`src/rtl/timer_pkg.sv`:
```
// Shared types and sizing helpers for the countdown timer controller and its prescaler.
package timer_pkg;

  typedef enum logic [1:0] {
    ST_IDLE    = 2'd0,
    ST_RUN     = 2'd1,
    ST_PAUSE   = 2'd2,
    ST_EXPIRED = 2'd3
  } timer_state_t;

  localparam int TIMER_CNT_W_DEFAULT = 16;

  // A divide-by-1 prescaler still needs a 1-bit counter to stay legal.
  function automatic int presc_width(input int div);
    return (div > 1) ? $clog2(div) : 1;
  endfunction

endpackage

```
`src/rtl/tick_prescaler.sv`:
```
// Free-running divide-by-DIV counter; wrap is combinational so the controller can register tick with the count update.
module tick_prescaler
  import timer_pkg::*;
#(
  parameter int DIV = 4
) (
  input  logic clock,
  input  logic reset_n,
  input  logic clear,
  input  logic advance,
  output logic wrap
);

  localparam int PW = presc_width(DIV);
  localparam logic [PW-1:0] LAST = PW'(DIV - 1);

  logic [PW-1:0] count_q, count_d;

  always_comb begin
    count_d = count_q;
    wrap    = advance && (count_q == LAST);
    if (clear) begin
      count_d = '0;
    end else if (advance) begin
      count_d = wrap ? '0 : count_q + PW'(1);
    end
  end

  always_ff @(posedge clock or negedge reset_n) begin
    if (!reset_n) count_q <= '0;
    else          count_q <= count_d;
  end

endmodule

```
`src/rtl/countdown_timer_ctrl.sv`:
```
// Programmable countdown timer driven by a CLK_FREQ_HZ/TICK_HZ prescaler; all outputs registered.
// Define TIMER_AUTO_RELOAD_EN to reload the captured count on expiry instead of stopping.
module countdown_timer_ctrl
  import timer_pkg::*;
#(
  parameter int CLK_FREQ_HZ = 100_000_000,
  parameter int TICK_HZ     = 1,
  parameter int CNT_W       = TIMER_CNT_W_DEFAULT
) (
  input  logic             clock,
  input  logic             reset_n,
  input  logic             start,
  input  logic             stop,
  input  logic             pause,
  input  logic [CNT_W-1:0] load_value,
  output logic             busy,
  output logic             paused,
  output logic [CNT_W-1:0] remaining,
  output logic             tick,
  output logic             done,
  output logic             expired
);

  localparam int DIV = (TICK_HZ > 0) ? (CLK_FREQ_HZ / TICK_HZ) : 0;

  if (DIV < 1) begin : g_div_check
    $error("countdown_timer_ctrl: CLK_FREQ_HZ / TICK_HZ must be >= 1");
  end

  timer_state_t     state_q, state_d;
  logic [CNT_W-1:0] remaining_q, remaining_d;
  logic             busy_q, busy_d, paused_q, paused_d;
  logic             tick_q, tick_d, done_q, done_d, expired_q, expired_d;
  logic             presc_clear, presc_adv, presc_wrap;
`ifdef TIMER_AUTO_RELOAD_EN
  logic [CNT_W-1:0] load_q, load_d;
`endif

  tick_prescaler #(.DIV(DIV)) u_presc (
    .clock   (clock),
    .reset_n (reset_n),
    .clear   (presc_clear),
    .advance (presc_adv),
    .wrap    (presc_wrap)
  );

  always_comb begin
    state_d     = state_q;
    remaining_d = remaining_q;
    tick_d      = 1'b0;
    done_d      = 1'b0;
    presc_clear = 1'b0;
    presc_adv   = 1'b0;
`ifdef TIMER_AUTO_RELOAD_EN
    load_d      = load_q;
`endif
    if (stop) begin
      state_d     = ST_IDLE;
      remaining_d = '0;
      presc_clear = 1'b1;
    end else begin
      case (state_q)
        ST_IDLE, ST_EXPIRED: begin
          if (start) begin
            remaining_d = load_value;
            presc_clear = 1'b1;
`ifdef TIMER_AUTO_RELOAD_EN
            load_d      = load_value;
`endif
            if (load_value != '0) begin
              state_d = ST_RUN;
            end else begin
              state_d = ST_EXPIRED;
              done_d  = 1'b1;
            end
          end
        end
        ST_RUN, ST_PAUSE: begin
          // A paused edge never advances the prescaler, even if it sits at DIV-1.
          if (pause) begin
            state_d = ST_PAUSE;
          end else begin
            state_d   = ST_RUN;
            presc_adv = 1'b1;
            if (presc_wrap) begin
              tick_d = 1'b1;
              if (remaining_q != '0) remaining_d = remaining_q - CNT_W'(1);
              if (remaining_q == CNT_W'(1)) begin
                done_d = 1'b1;
`ifdef TIMER_AUTO_RELOAD_EN
                remaining_d = load_q;
`else
                state_d = ST_EXPIRED;
`endif
              end
            end
          end
        end
        default: state_d = ST_IDLE;
      endcase
    end
    busy_d    = (state_d == ST_RUN) || (state_d == ST_PAUSE);
    paused_d  = (state_d == ST_PAUSE);
    expired_d = (state_d == ST_EXPIRED);
  end

  always_ff @(posedge clock or negedge reset_n) begin
    if (!reset_n) begin
      state_q     <= ST_IDLE;
      remaining_q <= '0;
      busy_q      <= 1'b0;
      paused_q    <= 1'b0;
      tick_q      <= 1'b0;
      done_q      <= 1'b0;
      expired_q   <= 1'b0;
    end else begin
      state_q     <= state_d;
      remaining_q <= remaining_d;
      busy_q      <= busy_d;
      paused_q    <= paused_d;
      tick_q      <= tick_d;
      done_q      <= done_d;
      expired_q   <= expired_d;
    end
  end

`ifdef TIMER_AUTO_RELOAD_EN
  always_ff @(posedge clock or negedge reset_n) begin
    if (!reset_n) load_q <= '0;
    else          load_q <= load_d;
  end
`endif

  assign busy      = busy_q;
  assign paused    = paused_q;
  assign remaining = remaining_q;
  assign tick      = tick_q;
  assign done      = done_q;
  assign expired   = expired_q;

endmodule
```
`config.mk`:
```
export PLATFORM = sky130hd
export DESIGN_NAME = countdown_timer_ctrl
export DESIGN_NICKNAME = d
export VERILOG_FILES = /design/src/rtl/timer_pkg.sv /design/src/rtl/tick_prescaler.sv /design/src/rtl/countdown_timer_ctrl.sv
export SDC_FILE = /design/constraint.sdc
export NUM_CORES = 1
export LEC_CHECK = 0
export CORE_UTILIZATION = 55
export CTS_CLUSTER_SIZE = 8
export DETAILED_ROUTE_END_ITERATION = 16
export GPL_TIMING_DRIVEN = 0
export PLACE_DENSITY_LB_ADDON = 0.08
export SETUP_SLACK_MARGIN = 0.4
export SYNTH_ARGS = -nofsm -noshare
export SYNTH_HDL_FRONTEND = slang
export SYNTH_SLANG_ARGS = --single-unit
```
`constraint.sdc`:
```
create_clock -name clock -period 2.75 [get_ports clock]
set_input_delay 0.825 -clock clock [delete_from_list [all_inputs] [get_ports clock]]
set_output_delay 0.825 -clock clock [all_outputs]
set_load 0.1 [all_outputs]
```
# ---- After elaboration in Yosys (flattened, before gate mapping)
# Index checks and enable logic that the tools add are counted.
# W data, S select, Z words.
dict set report totals {
  mem_count 0
  rom_bits 0
  word_cells 64
  output_inout_bits 21
  latchBits 0
  ramBits 0
  inputBits 21
  reg_bits 50
}
dict set report op_classes {
  bitwise 0
  order_cmp 0
  n_mux 33
  shift 0
  addsub 2
  n_eq_ne 12
  multipliers 0
  reduce_logical 9
  div_mod_pow 0
}
# cell count
set ops {}
lappend ops {{$mux W27} 3}
lappend ops {{$mux W16} 5}
lappend ops {{$pmux W16 S2} 1}
lappend ops {{$reduce_bool A16 Y1} 2}
lappend ops {{$add A27 B1 Y27 const B} 1}
lappend ops {{$eq A27 B27 Y1 const B} 1}
lappend ops {{$eq A16 B1 Y1 const B} 1}
lappend ops {{$mux W1} 16}
lappend ops {{$sub A16 B1 Y16 const B} 1}
lappend ops {{$mux W2} 6}
lappend ops {{$ne A3 B3 Y1 const B} 4}
lappend ops {{$eq A2 B2 Y1 const B} 4}
lappend ops {{$eq A2 B1 Y1 const B} 2}
lappend ops {{$pmux W2 S2} 1}
lappend ops {{$reduce_and A4 Y1} 1}
lappend ops {{$reduce_or A2 Y1} 2}
lappend ops {{$logic_not A2 Y1} 1}
lappend ops {{$pmux W1 S2} 1}
lappend ops {{$reduce_bool A2 Y1} 1}
lappend ops {{$logic_and A1 B1 Y1} 1}
lappend ops {{$logic_or A1 B1 Y1} 1}

# ---- Longest topological paths before layout
dict set report logic_depth {
  word_depth 11
  depth_mapped 8
  depth_no_buf 7
}

# ---- By module
# A second synthesis with hierarchy kept.
dict set report hier_totals {
  cells_unflattened 352
  hier_area_um2 3042.9
}
# module seq_area_each_um2 n_inst area_each_um2 cells_each
set by_module_without_submodules {}
lappend by_module_without_submodules {tick_prescaler 675.6 1 1609.0 178}
lappend by_module_without_submodules {countdown_timer_ctrl 575.6 1 1433.9 174}

# ---- Worst setup path after synthesis
# Ideal clock, no wire load.
dict set report synth_path {
  path_kind {reg2reg}
  start {register remaining_q[6], in the netlist remaining[6]}
  end {register busy_q, in the netlist busy}
  synth_period_minus_slack_ns 2.762
  arrival_time_ns 2.699
  required_time_ns 2.687
  slack_ns -0.012
  setup_time_ns 0.063
  n_path_buf 1
  path_stages_with_launch 9
  path_cell_list {dfrtp_1 > or4_1 > buf_1 > nor4_1 > and3_1 > nand4_1 > a211oi_1 > ha_1 > inv_1}
}
dict set report synth_via {
  elab_chain_len 8
  elab_cells_between_ends 9
  classes_between {eq/ne (3); mux (5); reduce/logical (1)}
}
# element line
set synth_rtl {}
lappend synth_rtl {{start, declared} countdown_timer_ctrl.sv:31} ;# logic [CNT_W-1:0] remaining_q, remaining_d;
lappend synth_rtl {{start signal, assigned} countdown_timer_ctrl.sv:118} ;# remaining_q <= remaining_d;
lappend synth_rtl {{$eq A16 B1 Y1 *} countdown_timer_ctrl.sv:88} ;# if (remaining_q == CNT_W'(1)) begin
lappend synth_rtl {{$mux W2 *} countdown_timer_ctrl.sv:88}
lappend synth_rtl {{$mux W2 *} countdown_timer_ctrl.sv:85} ;# if (presc_wrap) begin
lappend synth_rtl {{$mux W2 *} countdown_timer_ctrl.sv:80} ;# if (pause) begin
lappend synth_rtl {{$pmux W2 S2 *} countdown_timer_ctrl.sv:62} ;# case (state_q)
lappend synth_rtl {{$mux W2 *} countdown_timer_ctrl.sv:57} ;# if (stop) begin
lappend synth_rtl {{via state_d[1]} countdown_timer_ctrl.sv:30} ;# timer_state_t state_q, state_d;
lappend synth_rtl {{$eq A2 B1 Y1 or $eq A2 B2 Y1 (tied branches)} countdown_timer_ctrl.sv:102} ;# busy_d = (state_d == ST_RUN) || (state_d == ST_PAUSE);
lappend synth_rtl {{$logic_or A1 B1 Y1 *} countdown_timer_ctrl.sv:102}
lappend synth_rtl {{via busy_d} countdown_timer_ctrl.sv:32} ;# logic busy_q, busy_d, paused_q, paused_d;
lappend synth_rtl {{end signal, assigned} countdown_timer_ctrl.sv:119} ;# busy_q <= busy_d;
lappend synth_rtl {{end, declared} countdown_timer_ctrl.sv:32}
# Mark *: on every way through the listed nets, which the timed path passes. The rest lies on a longest branch.
# A chain may end at the register's enable or synchronous reset.

# ---- Worst setup path after layout
dict set report layout_path {
  start {input load_value[8]}
  end {register busy_q, in the netlist busy}
}
dict set report layout_via {
  elab_chain_len 7
  elab_cells_between_ends 8
  classes_between {eq/ne (2); mux (4); reduce/logical (2)}
}
# element line
set layout_rtl {}
lappend layout_rtl {{start, declared} countdown_timer_ctrl.sv:15} ;# input logic [CNT_W-1:0] load_value,
lappend layout_rtl {{$reduce_bool A16 Y1 *} countdown_timer_ctrl.sv:70} ;# if (load_value != '0) begin
lappend layout_rtl {{$mux W2 *} countdown_timer_ctrl.sv:70}
lappend layout_rtl {{$mux W2 *} countdown_timer_ctrl.sv:64} ;# if (start) begin
lappend layout_rtl {{$pmux W2 S2 *} countdown_timer_ctrl.sv:62}
lappend layout_rtl {{$mux W2 *} countdown_timer_ctrl.sv:57}
lappend layout_rtl {{via state_d[1]} countdown_timer_ctrl.sv:30}
lappend layout_rtl {{$eq A2 B1 Y1 or $eq A2 B2 Y1 (tied branches)} countdown_timer_ctrl.sv:102}
lappend layout_rtl {{$logic_or A1 B1 Y1 *} countdown_timer_ctrl.sv:102}
lappend layout_rtl {{via busy_d} countdown_timer_ctrl.sv:32}
# Marked as above.

==> results.tsv <==
stage	metric	value	unit
yosys	yosysUniqueCellTypes	62	
worst_setup_path	slowest_delay	400	ps
timing	min_period	2430	ps
placement	hpwlAfterDp	5460	um
worst_setup_path	ff2ff_setup_slack	320	ps
grt	grt-ovfl-total	0	
worst_setup_path	path_cells	dlygate4sd2_1 -> nor4_2 -> nand4_1 -> o41ai_2 -> a21oi_1 -> a211oi_2 -> ha_2 -> inv_1	
clocking	root_buffer	clkbuf_8	
timing	hold_slack	459	ps
timing	maxSlewViolCount	0	
drt	route.detailed.drc	0	
timing	maxSlewHeadroom	0.363	
drt	antenna_left	0	
yosys	ys.flop_type	dfrtp_1	
clocking	cts_max_level	2	
final_layout	nNetsFinal	433	
worst_setup_path	crit_fanout	2	
timing	hold_violations	0	
yosys	synth_edf_count	0	
grt	grt_first_pass_wirelength	13600	um
clocking	cts_tree	built	
grt	grt_max_degree	32	
worst_setup_path	worstPathArrival	2690	ps
yosys	synth_area_leaders	dfrtp_1 (41%), xnor2_1 (5.5%), nor2_1 (5.0%), nand2_1 (4.3%), nor4_1 (3.9%)	
yosys	postSynth.asyncResetShare	1.00	
yosys	synth_area	3030	sq um
worst_setup_path	cp-start-kind	input pin	
pwr	power	3490	uW
pwr	p_per_area	854	nW/um^2
timing	max_freq	411	MHz
grt	antenna_found_initial	0	
timing	finalSetupViolCount	0	
yosys	synth.avg_cell_area	8.91	sq um
min_path	hold_path_class	in2async	
floorplan	coreArea	5200	sq um
worst_setup_path	r2r_end	busy	
floorplan	io-pin-count	42	
yosys	synth_top_area_cell	dfrtp_1	
worst_setup_path	cp_slowest_cell	o41ai_2	
pwr	total_leakage_power	0.00157	uW
placement	io_buffer_count	41	
drt	firstDrtPassIters	5	
timing	worst_pin_slew	960	ps
clocking	cts_buffers	5	
final_layout	num_antenna_cells	0	
clocking	clkSlewWorstSetupHoldPaths	100	ps
placement	gp_congestion	0.880	
clocking	cts_hold_buffers	0	
clocking	cts.sinks	50	
worst_setup_path	critPathLaunch	load_value[8]	
yosys	syn_nets	367	
outcome	status	finished, final reports clean	
worst_setup_path	rr_worst_depth	8	
drt	avgRoutedWirePerCell	18.0	um
final_layout	area_delta_synth_final	35.0	%
worst_setup_path	crit-reg2reg-launch	remaining[6]	
worst_setup_path	required	3000	ps
yosys	yosys.area.top_type_share	0.413	
final_layout	drive_above_1_share	0.278	
timing	rsz0062_at_grt	yes	
floorplan	start_util	0.582	
grt	grtUsageTotal	0.292	
worst_setup_path	crit_path_end_kind	flop	
floorplan	die_y	76.2	um
floorplan	die_w	76.2	um
yosys	synth_seq_cells	50	
drt	num_vias	3058	
yosys	yosysWarnings	0	
job	max-cap-violations	0	
floorplan	rows	26	
drt	drtIter0Drc	341	
timing	fin_crit_sh	0.885	
grt	grt_pass1_vias	2790	
yosys	ys_seq_area_frac	0.413	
pwr	ir_drop	0.729	mV
timing	skew	11.9	ps
drt	drt-total-wl	8560	um
drt	drt-vias-per-instance	6.41	
clocking	clk_latency	310	ps
worst_setup_path	crit_type	in2reg	
clocking	ctsLongestPathBuffers	2	
yosys	syn_inst	340	
floorplan	die-area	5810	sq um
[critical path, delay by kind of cell]
kind	cells	cell delay, ps
adder cells (fa/ha/maj)	1	320
AO/OA/AOI/OAI	3	700
AND/OR/NAND/NOR	2	540
buffers and inverters	2	300
[layout make-up]
class | instances | area [sq um]
sequential | 50 | 1270
clock inverter | 3 | 47.5
clock buffer | 5 | 68.8
timing repair buffer | 59 | 562
tap | 70 | 87.6
buffer | 16 | 85.1
fill | 357 | 1120
inverter | 13 | 48.8
multi-input combinational | 261 | 1920
[registers in the layout (all words and copies together) (netlist names)]
name             cells
done                 1
busy                 1
u_presc.count_q     27
tick                 1
expired              1
paused               1
remaining           16
state_q              2
[synthesized netlist by cell type (all sizes together), types with 2 or more instances]
cell type and count:
a21oi 13, nor2 41, nor4b 3, nand2 36, or3b 2, o21ai 3
mux2 2, xor2 3, nor4 21, o221ai 10, o211ai 3, nor3b 3
mux2i 3, a21boi 2, inv 13, or4 6, or3 3, nor2b 2
and4 3, a31oi 7, nand3 20, ha 6, xnor2 19, clkbuf 12
and3 4, buf 4, o311ai 3, nor3 14, a41oi 3, dfrtp 50
nand4 5, nand3b 2
[what timing repair did]
action                                  in CTS  in global routing
resized for setup                           94                 39
pin swaps                                   10                  9
endpoints found under the setup margin      67                 49
buffers inserted                             6                 11
[cells by family after synthesis]
group                      after synthesis  share of synthesized area
AOI/OAI and AO/OA                       56                      0.137
buffers and inverters                   29                     0.0368
xor gates and xnor gates                22                     0.0636
adders and majority gates                6                     0.0248
muxes                                    5                     0.0174
and+or+nand+nor                        172                      0.307
DFF                                     50                      0.413
[layout by cell type (no fill, tap or decap), drive strengths merged, types with 3 or more instances in the layout]
master / n
a41oi: 3
o21ai: 3
nor3b: 3
or4: 6
mux2i: 3
o221ai: 10
buf: 24
and3: 4
xor2: 3
nand4: 5
nor2: 41
nor3: 14
clkbuf: 16
inv: 15
a31oi: 7
nor4: 21
ha: 6
o211ai: 3
nor4b: 3
clkdlybuf4s15: 20
dlygate4sd2: 14
or3: 3
xnor2: 19
dfrtp: 50
clkdlybuf4s50: 6
and4: 3
nand2: 36
a21oi: 13
nand3: 20
o311ai: 3
[how the worst max path moves through the flow]
stage               slack (ps)  cells past startpoint            to
floorplan                  310                      8          busy
global placement          -940                      1  remaining[6]
detailed placement        -370                      8          busy
CTS                        350                      8          busy
global route               210                      8          busy
finish                     320                      8          busy
[metal layers]
metal,global-route usage,up-vias,share of wire
li1,-,1392,-
met1,0.431,1478,0.44
met2,0.454,170,0.47
met3,0.0455,18,0.078
met4,0.0635,0,0.014
met5,0,-,0
[per-stage QoR]
step | instance area [sq um] | utilization | std cells | setup slack, ps | TNS [ps]
global route | 4090 | 0.785 | 477 | 208 | 0
global placement | 3550 | 0.682 | 451 | -935 | -37130
detailed placement | 3560 | 0.685 | 452 | -367 | -4370
finish | 4090 | 0.785 | 477 | 317 | 0
CTS | 3860 | 0.743 | 466 | 348 | 0
floorplan | 3050 | - | 340 | 309 | 0
[power by group]
group / internal, uW / switching, uW / total [uW]
Clock: 278 / 277 / 555
Sequential: 839 / 133 / 972
Combinational: 606 / 1360 / 1960
Total: 1720 / 1770 / 3490
No activity file was read; power rests on OpenSTA's default activity.
==> patch: new RTL, same settings <==
Re-encode `timer_state_t` (4 states) as one-hot, 4 bits wide.
--- a/src/rtl/timer_pkg.sv
+++ b/src/rtl/timer_pkg.sv
@@ -3,7 +3,7 @@
 
-  typedef enum logic [1:0] {
-    ST_IDLE    = 2'd0,
-    ST_RUN     = 2'd1,
-    ST_PAUSE   = 2'd2,
-    ST_EXPIRED = 2'd3
+  typedef enum logic [3:0] {
+    ST_IDLE    = 4'b0001,
+    ST_RUN     = 4'b0010,
+    ST_PAUSE   = 4'b0100,
+    ST_EXPIRED = 4'b1000
   } timer_state_t;
Behaviour: no difference found for any inputs over 10 cycles, from zero or initial values and one cycle with reset_n low; not proved beyond that.
==> patch against the unedited design <==
- synthesized area grew 6.5%
- critical path type is now reg -> reg
- wire length grew 17%
- count of clock-buffer cells in the layout grew 2
- cell area grew 6.8%
- worst setup slack gained 0.035 ns
- final cell count grew 8.4%
- sequential cell count grew 2
Power is not compared: it rests on default switching activity, and its combinational part moved more than twofold at a synthesized area within 25%.
==> patch: results (changes against the unedited design) <==
| Metric | Value |
|---|---|
| Run status | `completed` |
| Syn Inst Count | `366 (+7.6%)` |
| Critical Path Source | `remaining[13]` |
| Met2 wire len | `4923 µm (+23%)` |
| Crit-path slowest cell | `or4_1` |
| CP peak stage delay | `0.64 ns (+0.24 ns)` |
| Area contributors post-synth | `dfrtp_1, nor2_1, nand2_1, nand3_1, xnor2_1` |
| Global-route wire length before repair | `15480 µm (+14%)` |
| Worst Path Max Fanout | `6 (+4)` |
| Final layout net count | `469 (+8.3%)` |
| Fill count | `368 (+3.1%)` |
| Proportion of layout cells with a drive suffix above 1 | `0.2876 (+0.009999)` |
| Post-synth ARST share | `1.000 (unchanged)` |
| DP HPWL | `6288 µm (+15%)` |
| Relative slew slack | `0.3677 (+0.005070)` |
| Via count normalized by instance count | `6.652 (+3.8%)` |
| Placer congestion estimate | `0.9204 (+4.6%)` |
| Arr. time, crit path | `2.60 ns (-0.09 ns)` |
| Area Growth Syn to Fin | `35.30%` |
| Clock Skew | `0.01732 ns (+0.005416 ns)` |
| GR Layer Usage met1 | `0.4085 (-0.02249)` |
| Xor/xnor share of the synthesized area | `0.06245 (-0.001185)` |
| Library cells used by synthesis | `58 (-6.5%)` |
| Met2 GRT Util | `0.5278 (+0.07419)` |
| Placed insts | `480 (+6.2%)` |
| Crit-path leading delay family | `simple AND/OR/NAND/NOR gates` |
| Wl on met1 | `3771 µm (+0.48%)` |
| Syn nets | `391 (+6.5%)` |
| Synth cell count leaders | `dfrtp_1, nor2_1, nand2_1` |
| CTS Buffer Depth | `2 (unchanged)` |
| Finished Layout Cells | `517 (+8.4%)` |
| Post-synthesis adder-cell area fraction | `0.01552 (-0.009277)` |
| Pin count of the biggest net entering global routing | `28 (-13%)` |
| Drt initial violations | `480 (+41%)` |
| Critical setup path kind | `reg -> reg` |
| Synth Area in Compound Gates | `0.1583 (+0.02107)` |
| Routed wire length | `9986 µm (+17%)` |
| Worst reg2reg path endpoint | `remaining[14]` |
| Setup WS pre-CTS | `-0.3269 ns (+0.04034 ns)` |
| Sequential area share after synthesis | `0.4038 (-0.009422)` |
[patch: changes by cell type after synthesis, sizes merged, moves of 7 or more]
cell | before | now
and3 | 4 | 16
inv | 13 | 6
nand4 | 5 | 14
o21ai | 3 | 17
o221ai | 10 | 0
xor2 | 3 | 10
[patch: worst reg2reg max path: stages (launching register included)]
cell	delay [ns]
dfrtp_4	0.50
or4_1	0.64
nor4_4	0.25
a31oi_2	0.16
buf_6	0.16
a21oi_4	0.25
nor3_4	0.08
a32o_1	0.24
[patch: repair_timing]
action,CTS,global route
pin swaps,17,16
setup buffers,23,5
setup endpoints to repair,68,46
resized for setup,83,36
gates cloned,1,0
[patch: final cells by class]
cell class / count / share of cell area
Clock buffer: 7 / 0.01749
Timing Repair Buffer: 71 / 0.1554
Buffer: 17 / 0.02724
Tap cell: 72 / 0.02064
Clock inverter: 1 / 0.002007
Multi-Input combinational cell: 291 / 0.4667
Sequential cell: 52 / 0.3053
Inverter: 6 / 0.005161
